**config.mk**
```make
export PLATFORM = sky130hd
export DESIGN_NAME = imu_poll_sequencer_flat
export DESIGN_NICKNAME = d
export VERILOG_FILES = /design/src/rtl/imu_poll_sequencer_if.sv /design/src/rtl/imu_poll_sequencer.sv /design/src/flat_wrapper.sv
export SDC_FILE = /design/constraint.sdc
export NUM_CORES = 1
export LEC_CHECK = 0
export BUFFER_PORTS_ARGS = -buffer_cell sky130_fd_sc_hd__buf_2
export CORE_MARGIN = 1.5
export CORE_UTILIZATION = 40
export DETAILED_ROUTE_END_ITERATION = 6
export GPL_TIMING_DRIVEN = 0
export PLACE_DENSITY_LB_ADDON = 0.15
export SYNTH_ARGS = -nofsm -noshare
export SYNTH_HDL_FRONTEND = slang
export SYNTH_SLANG_ARGS = --single-unit
```
**constraint.sdc**
```tcl
create_clock -name clk -period 2.5 [get_ports clk]
set_clock_uncertainty 0.05 [all_clocks]
set_input_delay 0.5 -clock clk [delete_from_list [all_inputs] [get_ports clk]]
set_output_delay 0.5 -clock clk [all_outputs]
set_load 0.02 [all_outputs]
```
**src/rtl/imu_poll_sequencer_if.sv**
```systemverilog
// Transaction bus between the IMU poll sequencer and the I2C byte core.
interface imu_poll_sequencer_if;
  logic       data_valid;
  logic       rw;
  logic [6:0] slave_addr;
  logic [7:0] reg_addr;
  logic [7:0] reg_data;
  logic       core_busy;
  logic [7:0] core_rd_data;

  modport master (
    output data_valid, rw, slave_addr, reg_addr, reg_data,
    input  core_busy, core_rd_data
  );

  modport slave (
    input  data_valid, rw, slave_addr, reg_addr, reg_data,
    output core_busy, core_rd_data
  );
endinterface

```
**src/rtl/imu_poll_sequencer.sv**
```systemverilog
// Configures an MPU-class IMU at 0x68, then polls the six gyro bytes each POLL_DIV
// cycles and publishes complete X/Y/Z samples atomically.
module imu_poll_sequencer #(
  parameter int unsigned POLL_DIV = 500000,
  parameter int unsigned TIMEOUT  = 2000000
) (
  input  logic                        clk,
  input  logic                        rst,
  input  logic                        enable,
  imu_poll_sequencer_if.master        core,
  output logic [15:0]                 gyro_x,
  output logic [15:0]                 gyro_y,
  output logic [15:0]                 gyro_z,
  output logic                        sample_valid,
  output logic                        init_done,
  output logic                        err
);
  localparam int unsigned PW = (POLL_DIV > 1) ? $clog2(POLL_DIV) : 1;
  localparam int unsigned TW = (TIMEOUT > 1) ? $clog2(TIMEOUT) : 1;

  typedef enum logic [2:0] {
    IDLE, ISSUE, ACK_WAIT, DONE_WAIT, POLL_WAIT, PUBLISH, ERROR
  } state_t;

  state_t          state_q, state_d;
  logic [2:0]      step_q, step_d;
  logic            init_done_q, init_done_d;
  logic            err_q, err_d;
  logic            abort_q, abort_d;
  logic [PW-1:0]   poll_q, poll_d;
  logic [TW-1:0]   tmr_q, tmr_d;
  logic [5:0][7:0] shadow_q, shadow_d;
  logic [15:0]     gx_q, gx_d, gy_q, gy_d, gz_q, gz_d;
  logic            sv_q, sv_d;
  logic            issue;
  logic            active;
  logic            timed_out;

  always_ff @(posedge clk or negedge rst) begin
    if (!rst) begin
      state_q     <= IDLE;
      step_q      <= '0;
      init_done_q <= 1'b0;
      err_q       <= 1'b0;
      abort_q     <= 1'b0;
      poll_q      <= '0;
      tmr_q       <= '0;
      shadow_q    <= '0;
      gx_q        <= '0;
      gy_q        <= '0;
      gz_q        <= '0;
      sv_q        <= 1'b0;
    end else begin
      state_q     <= state_d;
      step_q      <= step_d;
      init_done_q <= init_done_d;
      err_q       <= err_d;
      abort_q     <= abort_d;
      poll_q      <= poll_d;
      tmr_q       <= tmr_d;
      shadow_q    <= shadow_d;
      gx_q        <= gx_d;
      gy_q        <= gy_d;
      gz_q        <= gz_d;
      sv_q        <= sv_d;
    end
  end

  always_comb begin
    state_d     = state_q;
    step_d      = step_q;
    init_done_d = init_done_q;
    err_d       = err_q;
    abort_d     = abort_q;
    poll_d      = poll_q;
    tmr_d       = tmr_q;
    shadow_d    = shadow_q;
    gx_d        = gx_q;
    gy_d        = gy_q;
    gz_d        = gz_q;
    sv_d        = 1'b0;
    issue       = 1'b0;
    // Timer counts cycles since the data_valid cycle; value k is reached k cycles later.
    timed_out   = (tmr_q >= TW'(TIMEOUT - 1));

    case (state_q)
      IDLE: begin
        if (enable) state_d = ISSUE;
      end
      ISSUE: begin
        if (!enable) begin
          state_d = IDLE;
        end else if (!core.core_busy) begin
          issue   = 1'b1;
          tmr_d   = TW'(1);
          state_d = ACK_WAIT;
        end
      end
      ACK_WAIT: begin
        if (!enable) abort_d = 1'b1;
        if (timed_out) begin
          err_d   = 1'b1;
          state_d = ERROR;
        end else begin
          tmr_d = tmr_q + TW'(1);
          if (core.core_busy) state_d = DONE_WAIT;
        end
      end
      DONE_WAIT: begin
        if (!enable) abort_d = 1'b1;
        if (timed_out) begin
          err_d   = 1'b1;
          state_d = ERROR;
        end else if (!core.core_busy) begin
          tmr_d = '0;
          if (step_q >= 3'd2) shadow_d[step_q - 3'd2] = core.core_rd_data;
          if (abort_q || !enable) begin
            state_d = IDLE;
          end else if (step_q == 3'd1) begin
            init_done_d = 1'b1;
            step_d      = 3'd2;
            poll_d      = PW'(POLL_DIV - 1);
            state_d     = POLL_WAIT;
          end else if (step_q == 3'd7) begin
            state_d = PUBLISH;
          end else begin
            step_d  = step_q + 3'd1;
            state_d = ISSUE;
          end
        end else begin
          tmr_d = tmr_q + TW'(1);
        end
      end
      POLL_WAIT: begin
        if (!enable)             state_d = IDLE;
        else if (poll_q == '0)   state_d = ISSUE;
        else                     poll_d  = poll_q - PW'(1);
      end
      PUBLISH: begin
        gx_d    = {shadow_q[0], shadow_q[1]};
        gy_d    = {shadow_q[2], shadow_q[3]};
        gz_d    = {shadow_q[4], shadow_q[5]};
        sv_d    = 1'b1;
        step_d  = 3'd2;
        poll_d  = PW'(POLL_DIV - 1);
        state_d = POLL_WAIT;
      end
      ERROR: begin
        if (!enable) state_d = IDLE;
      end
      default: state_d = IDLE;
    endcase

    // Every path into IDLE shares one cleanup so entry always restarts the config sequence.
    if (state_d == IDLE && state_q != IDLE) begin
      step_d      = '0;
      init_done_d = 1'b0;
      abort_d     = 1'b0;
      poll_d      = '0;
      tmr_d       = '0;
    end
  end

  always_comb begin
    active          = (state_q == ISSUE) || (state_q == ACK_WAIT) || (state_q == DONE_WAIT);
    core.rw         = 1'b0;
    core.slave_addr = '0;
    core.reg_addr   = '0;
    core.reg_data   = '0;
    if (active) begin
      core.slave_addr = 7'h68;
      case (step_q)
        3'd0: begin
          core.reg_addr = 8'h6B;
          core.reg_data = 8'h01;
        end
        3'd1: core.reg_addr = 8'h1B;
        default: begin
          core.rw       = 1'b1;
          core.reg_addr = 8'h41 + {5'd0, step_q};
        end
      endcase
    end
  end

  assign core.data_valid = issue;
  assign gyro_x          = gx_q;
  assign gyro_y          = gy_q;
  assign gyro_z          = gz_q;
  assign sample_valid    = sv_q;
  assign init_done       = init_done_q;
  assign err             = err_q;
endmodule
```
**src/flat_wrapper.sv**
```systemverilog
// flat-port wrapper written by rule: the top's interface ports become plain ports
module imu_poll_sequencer_flat 
#(
  parameter int unsigned POLL_DIV = 500000,
  parameter int unsigned TIMEOUT  = 2000000
)
  (clk, rst, enable, gyro_x, gyro_y, gyro_z, sample_valid, init_done, err, core_data_valid, core_rw, core_slave_addr, core_reg_addr, core_reg_data, core_core_busy, core_core_rd_data);
  imu_poll_sequencer_if core_i ();
  input  logic clk;
  input  logic rst;
  input  logic enable;
  output logic [15:0] gyro_x;
  output logic [15:0] gyro_y;
  output logic [15:0] gyro_z;
  output logic sample_valid;
  output logic init_done;
  output logic err;
  output wire logic [$bits(core_i.data_valid)-1:0] core_data_valid;
  output wire logic [$bits(core_i.rw)-1:0] core_rw;
  output wire logic [$bits(core_i.slave_addr)-1:0] core_slave_addr;
  output wire logic [$bits(core_i.reg_addr)-1:0] core_reg_addr;
  output wire logic [$bits(core_i.reg_data)-1:0] core_reg_data;
  input wire logic [$bits(core_i.core_busy)-1:0] core_core_busy;
  input wire logic [$bits(core_i.core_rd_data)-1:0] core_core_rd_data;
  assign core_data_valid = core_i.data_valid;
  assign core_rw = core_i.rw;
  assign core_slave_addr = core_i.slave_addr;
  assign core_reg_addr = core_i.reg_addr;
  assign core_reg_data = core_i.reg_data;
  assign core_i.core_busy = core_core_busy;
  assign core_i.core_rd_data = core_core_rd_data;
  imu_poll_sequencer #(.POLL_DIV(POLL_DIV), .TIMEOUT(TIMEOUT)) u_core (.clk(clk), .rst(rst), .enable(enable), .core(core_i), .gyro_x(gyro_x), .gyro_y(gyro_y), .gyro_z(gyro_z), .sample_valid(sample_valid), .init_done(init_done), .err(err));
endmodule
```
[Yosys cells after proc, flatten, opt, wreduce, memory -nomap -nowiden]
Index checks and enable logic that the tools add are counted.
Operators by class
  muxes and demuxes: 59
  bitwise logic cells: 2
  equal/unequal tests: 22
  add/sub/neg operators: 5
  $lt $le $gt $ge: 4
  reduce and logical (&&, ||, !) cells: 26
Operator list (number)
  2-to-1 mux 19 bit: 7
  2-to-1 mux 21 bit: 6
  one-hot mux 21 bit (3 select lines): 1
  2-to-1 mux 3 bit: 19
  one-hot mux 19 bit (3 select lines): 1
  bitwise mux 48 bit: 1
  demux 8 bit (select 3 bit): 1
  2-to-1 mux 8 bit: 3
  adder 21 x 1 -> 21 bit (second input constant): 1
  >= comparator 21 bit (second input constant): 1
  one-hot mux 3 bit (7 select lines): 1
  zero test 19 bit: 1
  subtractor 19 x 1 -> 19 bit (second input constant): 1
  2-to-1 mux 1 bit: 16
  one-hot mux 8 bit (2 select lines): 1
  AND reduction 5 bit: 3
  equality test 3 bit (second input constant): 4
  != test 3 x 2 -> 1 bit (second input constant): 4
  != test 3 bit (second input constant): 4
  zero test 3 bit: 3
  adder 7 x 3 -> 8 bit (first input constant): 1
  nonzero test 4 bit: 2
  2-to-1 mux 7 bit: 1
  AND reduction 7 bit: 1
  other kinds (21): 34
Storage, ports and cells
  input bits: 12
  output and inout bits: 76
  bits in registers: 146
  logic and storage cells: 135

[Depth between registers and ports, before layout]
  depth after elaboration: 11
  depth in mapped cells: 10
  depth with buffers taken out: 8

[Least setup slack after synthesis]
Ideal clock, no wire load.
  path kind: flip-flop to output port
  start point: register u_core.state_q[0]
  end point: output core_reg_data[0]
  buffers on the path: 3
  slack: 0.059 ns
  data arrival time: 1.891 ns
  cell stages (with the launch flop): 7
  data required time: 1.950 ns
  cells stage by stage: dfrtp_1 clkbuf_1 nor2_1 or2_2 clkbuf_1 nor3b_1 buf_4
Between the ends
  word-level cells in the longest chain between the ends: 4
  elaborated cells between the ends (all ways): 6
  those cells by class: eq/ne (3); mux (1); reduce/logical (2)
Ends and longest elaborated chain
  start: declaration: RTL line imu_poll_sequencer.sv:25  | state_t state_q, state_d;
  start signal: assignment: RTL line imu_poll_sequencer.sv:54  | state_q <= state_d;
  equality test 3 x 1 -> 1 bit / equality test 3 x 2 -> 1 bit (equally long branches): RTL line imu_poll_sequencer.sv:165  | active = (state_q == ISSUE) || (state_q == ACK_WAIT) || (state_q == DONE_WAIT);
  logical OR 1 bit: RTL line imu_poll_sequencer.sv:165
  logical OR 1 bit *: RTL line imu_poll_sequencer.sv:165
  2-to-1 mux 8 bit *: RTL line imu_poll_sequencer.sv:170  | if (active) begin
  end: declaration: RTL line flat_wrapper.sv:22  | output wire logic [$bits(core_i.reg_data)-1:0] core_reg_data;
Every way passes the cells marked *; elsewhere a longest branch is shown, timed or not.

[Worst setup path in the final report]
  start point: register u_core.tmr_q[12]
  end point: register u_core.shadow_q[14] in the netlist's numbering
Between the ends
  word-level cells in the longest chain between the ends: 3
Ends and longest elaborated chain
  start: declaration: RTL line imu_poll_sequencer.sv:31  | logic [TW-1:0] tmr_q, tmr_d;
  start signal: assignment: RTL line imu_poll_sequencer.sv:60  | tmr_q <= tmr_d;
  >= comparator 21 bit: RTL line imu_poll_sequencer.sv:84  | timed_out = (tmr_q >= TW'(TIMEOUT - 1));
  inverter 1 bit (no source line)
  AND reduction 4 bit (no source line)
  end signal: assignment: RTL line imu_poll_sequencer.sv:61  | shadow_q <= shadow_d;
  end: declaration: RTL line imu_poll_sequencer.sv:32  | logic [5:0][7:0] shadow_q, shadow_d;
No other way between the ends.
A chain may end at the register's enable or synchronous reset.

==> metrics.md <==
| Metric | Value |
|---|---|
| Final Setup Violations | 7 |
| Largest area contributor in the netlist | dfrtp_1 |
| Seq/Total Area, Yosys | 51.6% |
| # IOs | 88 |
| Routed length per instance | 16.7 um |
| Leakage Power | 4.57 nW |
| Global-route wire length before repair | 27.7 mm |
| Clk_lat worst skew | 0.42 ns |
| DIE AREA | 18500 um^2 |
| DR vias | 5639 |
| Num CTS Buffers | 17 |
| Setup ws final | -0.0160 ns |
| Final hold vios | 0 |
| Mapped Cells | 705 |
| Clk root buf | clkbuf_16 |
| Top cell type's share of synthesized area | 51.6% |
| DP Cell Count | 1017 |
| Nets | 841 |
| Commonest non-fill, non-tap cell in the layout | nand2_1 |
| Mapped Area | 7080 um^2 |
| Synth cell types | 68 |
| Routed Antenna Nets | 0 |
| CP Max Fanout | 8 |
| Number of port buffers | 75 |
| Layout cells sized above 1 | 31.4% |
| Clk slew on worst S/H paths | 0.06 ns |
| CTS tree | done |
| Gr usage total | 19.3% |
| Critical Path RT | 2.74 ns |
| Worst VDD drop | 0.556 mV |
| Top_reg_cell synth | dfrtp_1 |
| Dpl cell area | 7810 um^2 |
| Slew at the pin closest to its max-slew limit | 0.597 ns |
| Area delta synth->final | 24.9% |
| Async set-reset flop share out of synthesis | 100% |
| Routability-driven placement congestion ratio | 0.805 |
| Placeable Area | 17300 um^2 |
| CTS max path bufs | 2 |
| Yosys warnings | 0 |
| Final max-slew violation count | 0 |
| Max_slew headroom | 60.2% |
| Vias per inst | 5.32 |
| Row cnt | 48 |
| Number of global-route vias before repair | 5484 |
| Top achievable clock speed | 397 MHz |
| H-tree level count | 4 |
| Largest net degree at the start of global routing | 88 |
| Non-filler cells, final | 1059 |
| # Max-Cap Violations | 0 |
| Period utilization | 101% |
| Worst Path Arrival | 2.76 ns |
| Final Critical Period | 2.52 ns |
| Worst setup EP type | flop |
| Number of synthesized flops with an enable pin | 0 |
| Critical path launch point type | flop |
| Antenna Diode Count | 0 |
| Critical path class | flop to flop |
| HPWL after detailed placement | 11.9 mm |
| Hold slack | 0.00849 ns |
| Design Area, Final | 8840 um^2 |
| FF+latch count, synth | 146 |
| Final WL | 17.6 mm |
| Pwr/cell area | 964 nW/um^2 |
| Die Y | 136 um |
| Failing checks | negative setup slack |
| Most frequent cells in the layout | nand2_1, dfrtp_1, buf_2 |
| Post-Syn Area per Cell | 10.0 um^2 |
| Tot Pwr | 8.53 mW |
| Status | finished, violations left |
| Starting Density | 40.9% |
| Clk sinks | 146 |
| Initial DRC count | 254 |
| RSZ-0062 raised after global routing | yes |
| Congestion Overflow GR | 0 |
| Hold buffers post-CTS | 0 |
| # DRC | 0 |
| Largest cells by area after synthesis | dfrtp_1, nand2_1, mux2_2 |
| Pre-antenna DRT Iters | 5 |
| Die width | 136 um |
| Worst min-delay path category | input pin to asynchronous set/reset pin |
| Initial antenna violation count | 0 |
worst max-delay path: stages (launching register included):
cell	delay [ns]
dfrtp_1	0.39
or2_4	0.27
nor4_4	0.32
a211o_2	0.25
o211ai_4	0.13
or4_4	0.65
mux2_4	0.34
logic make-up after synthesis:
kind of cell / count (synthesis) / synth area share (%)
AO/OA/AOI/OAI: 104 / 11.7
flip-flops: 146 / 51.6
multiplexers: 50 / 8.34
buffers and inverters: 77 / 5.36
adder cells (fa/ha/maj): 6 / 1.06
other: 1 / 0.0530
AND/OR/NAND/NOR: 321 / 21.9
per-stage QoR:
stage | setup TNS (ns) | setup slack [ns] | util (%)
2_1_floorplan | 0 | 0.0586 | -
3_3_place_gp | -183.60 | -1.20 | 45.0
3_5_place_dp | -13.57 | -0.319 | 45.2
4_1_cts | -0.229 | -0.0281 | 50.2
5_1_grt | -1.85 | -0.0974 | 51.1
6_report | -0.0451 | -0.0160 | 51.1
Yosys cell counts, drive strengths merged, types with 8 or more instances:
cell,n
buf,30
a32o,17
a21oi,8
clkbuf,23
inv,23
o21ai,24
nand2,173
dfrtp,146
nand3,13
nor2b,8
a211oi,12
mux2,48
nor2,38
nor3,24
and3,10
sequential cells by signal (all words and copies together) (netlist names):
signal / cells
u_core.shadow_q: 48
u_core.tmr_q: 21
u_core.poll_q: 19
u_core.gyro_x: 16
u_core.gyro_y: 16
u_core.gyro_z: 16
u_core.state_q: 3
u_core.step_q: 3
u_core.abort_q: 1
u_core.err: 1
u_core.init_done: 1
u_core.sample_valid: 1
worst paths after layout:
kind	start	cells after the start	slack (ns)	end
worst max-delay path	u_core.tmr_q[12]	6	-0.02	u_core.shadow_q[14]
worst min-delay path	rst	1	0.008	u_core.shadow_q[42]
worst max register to register	u_core.tmr_q[12]	6	-0.02	u_core.shadow_q[14]
worst min register to register	u_core.shadow_q[41]	2	0.41	u_core.gyro_z[1]
max in group asynchronous	rst	2	1.58	u_core.poll_q[8]
min in group clk	core_core_busy	3	0.38	u_core.state_q[1]
where the power goes:
part,internal [mW],leakage (nW),switching (mW)
sequential,2.63,2.01,0.206
combinational,1.16,2.24,1.67
clock,1.87,0.317,0.993
layout make-up:
| class | count | area (um^2) |
|---|---|---|
| timing repair buffer | 95 | 561 |
| multi-input combinational | 493 | 3290 |
| clock inverter | 12 | 228 |
| fill | 1586 | 8450 |
| inverter | 24 | 92.6 |
| tap | 225 | 282 |
| clock buffer | 18 | 429 |
| buffer | 46 | 297 |
| sequential | 146 | 3660 |
layer usage:
layer	track usage [%]	vias up	part of all wire (%)
met2	32.5	122	50
met4	6.26	0	1.1
met5	0	-	0
li1	-	2667	-
met3	3.91	14	3.4
met1	24.8	2836	46
what timing repair did:
action,4_1_cts,5_1_grt
hold endpoints to repair,0,0
setup endpoints to repair,101,92
resized for setup,41,41
buffers inserted,12,7
pin swaps,7,12
(Power assumes the default switching activity.)
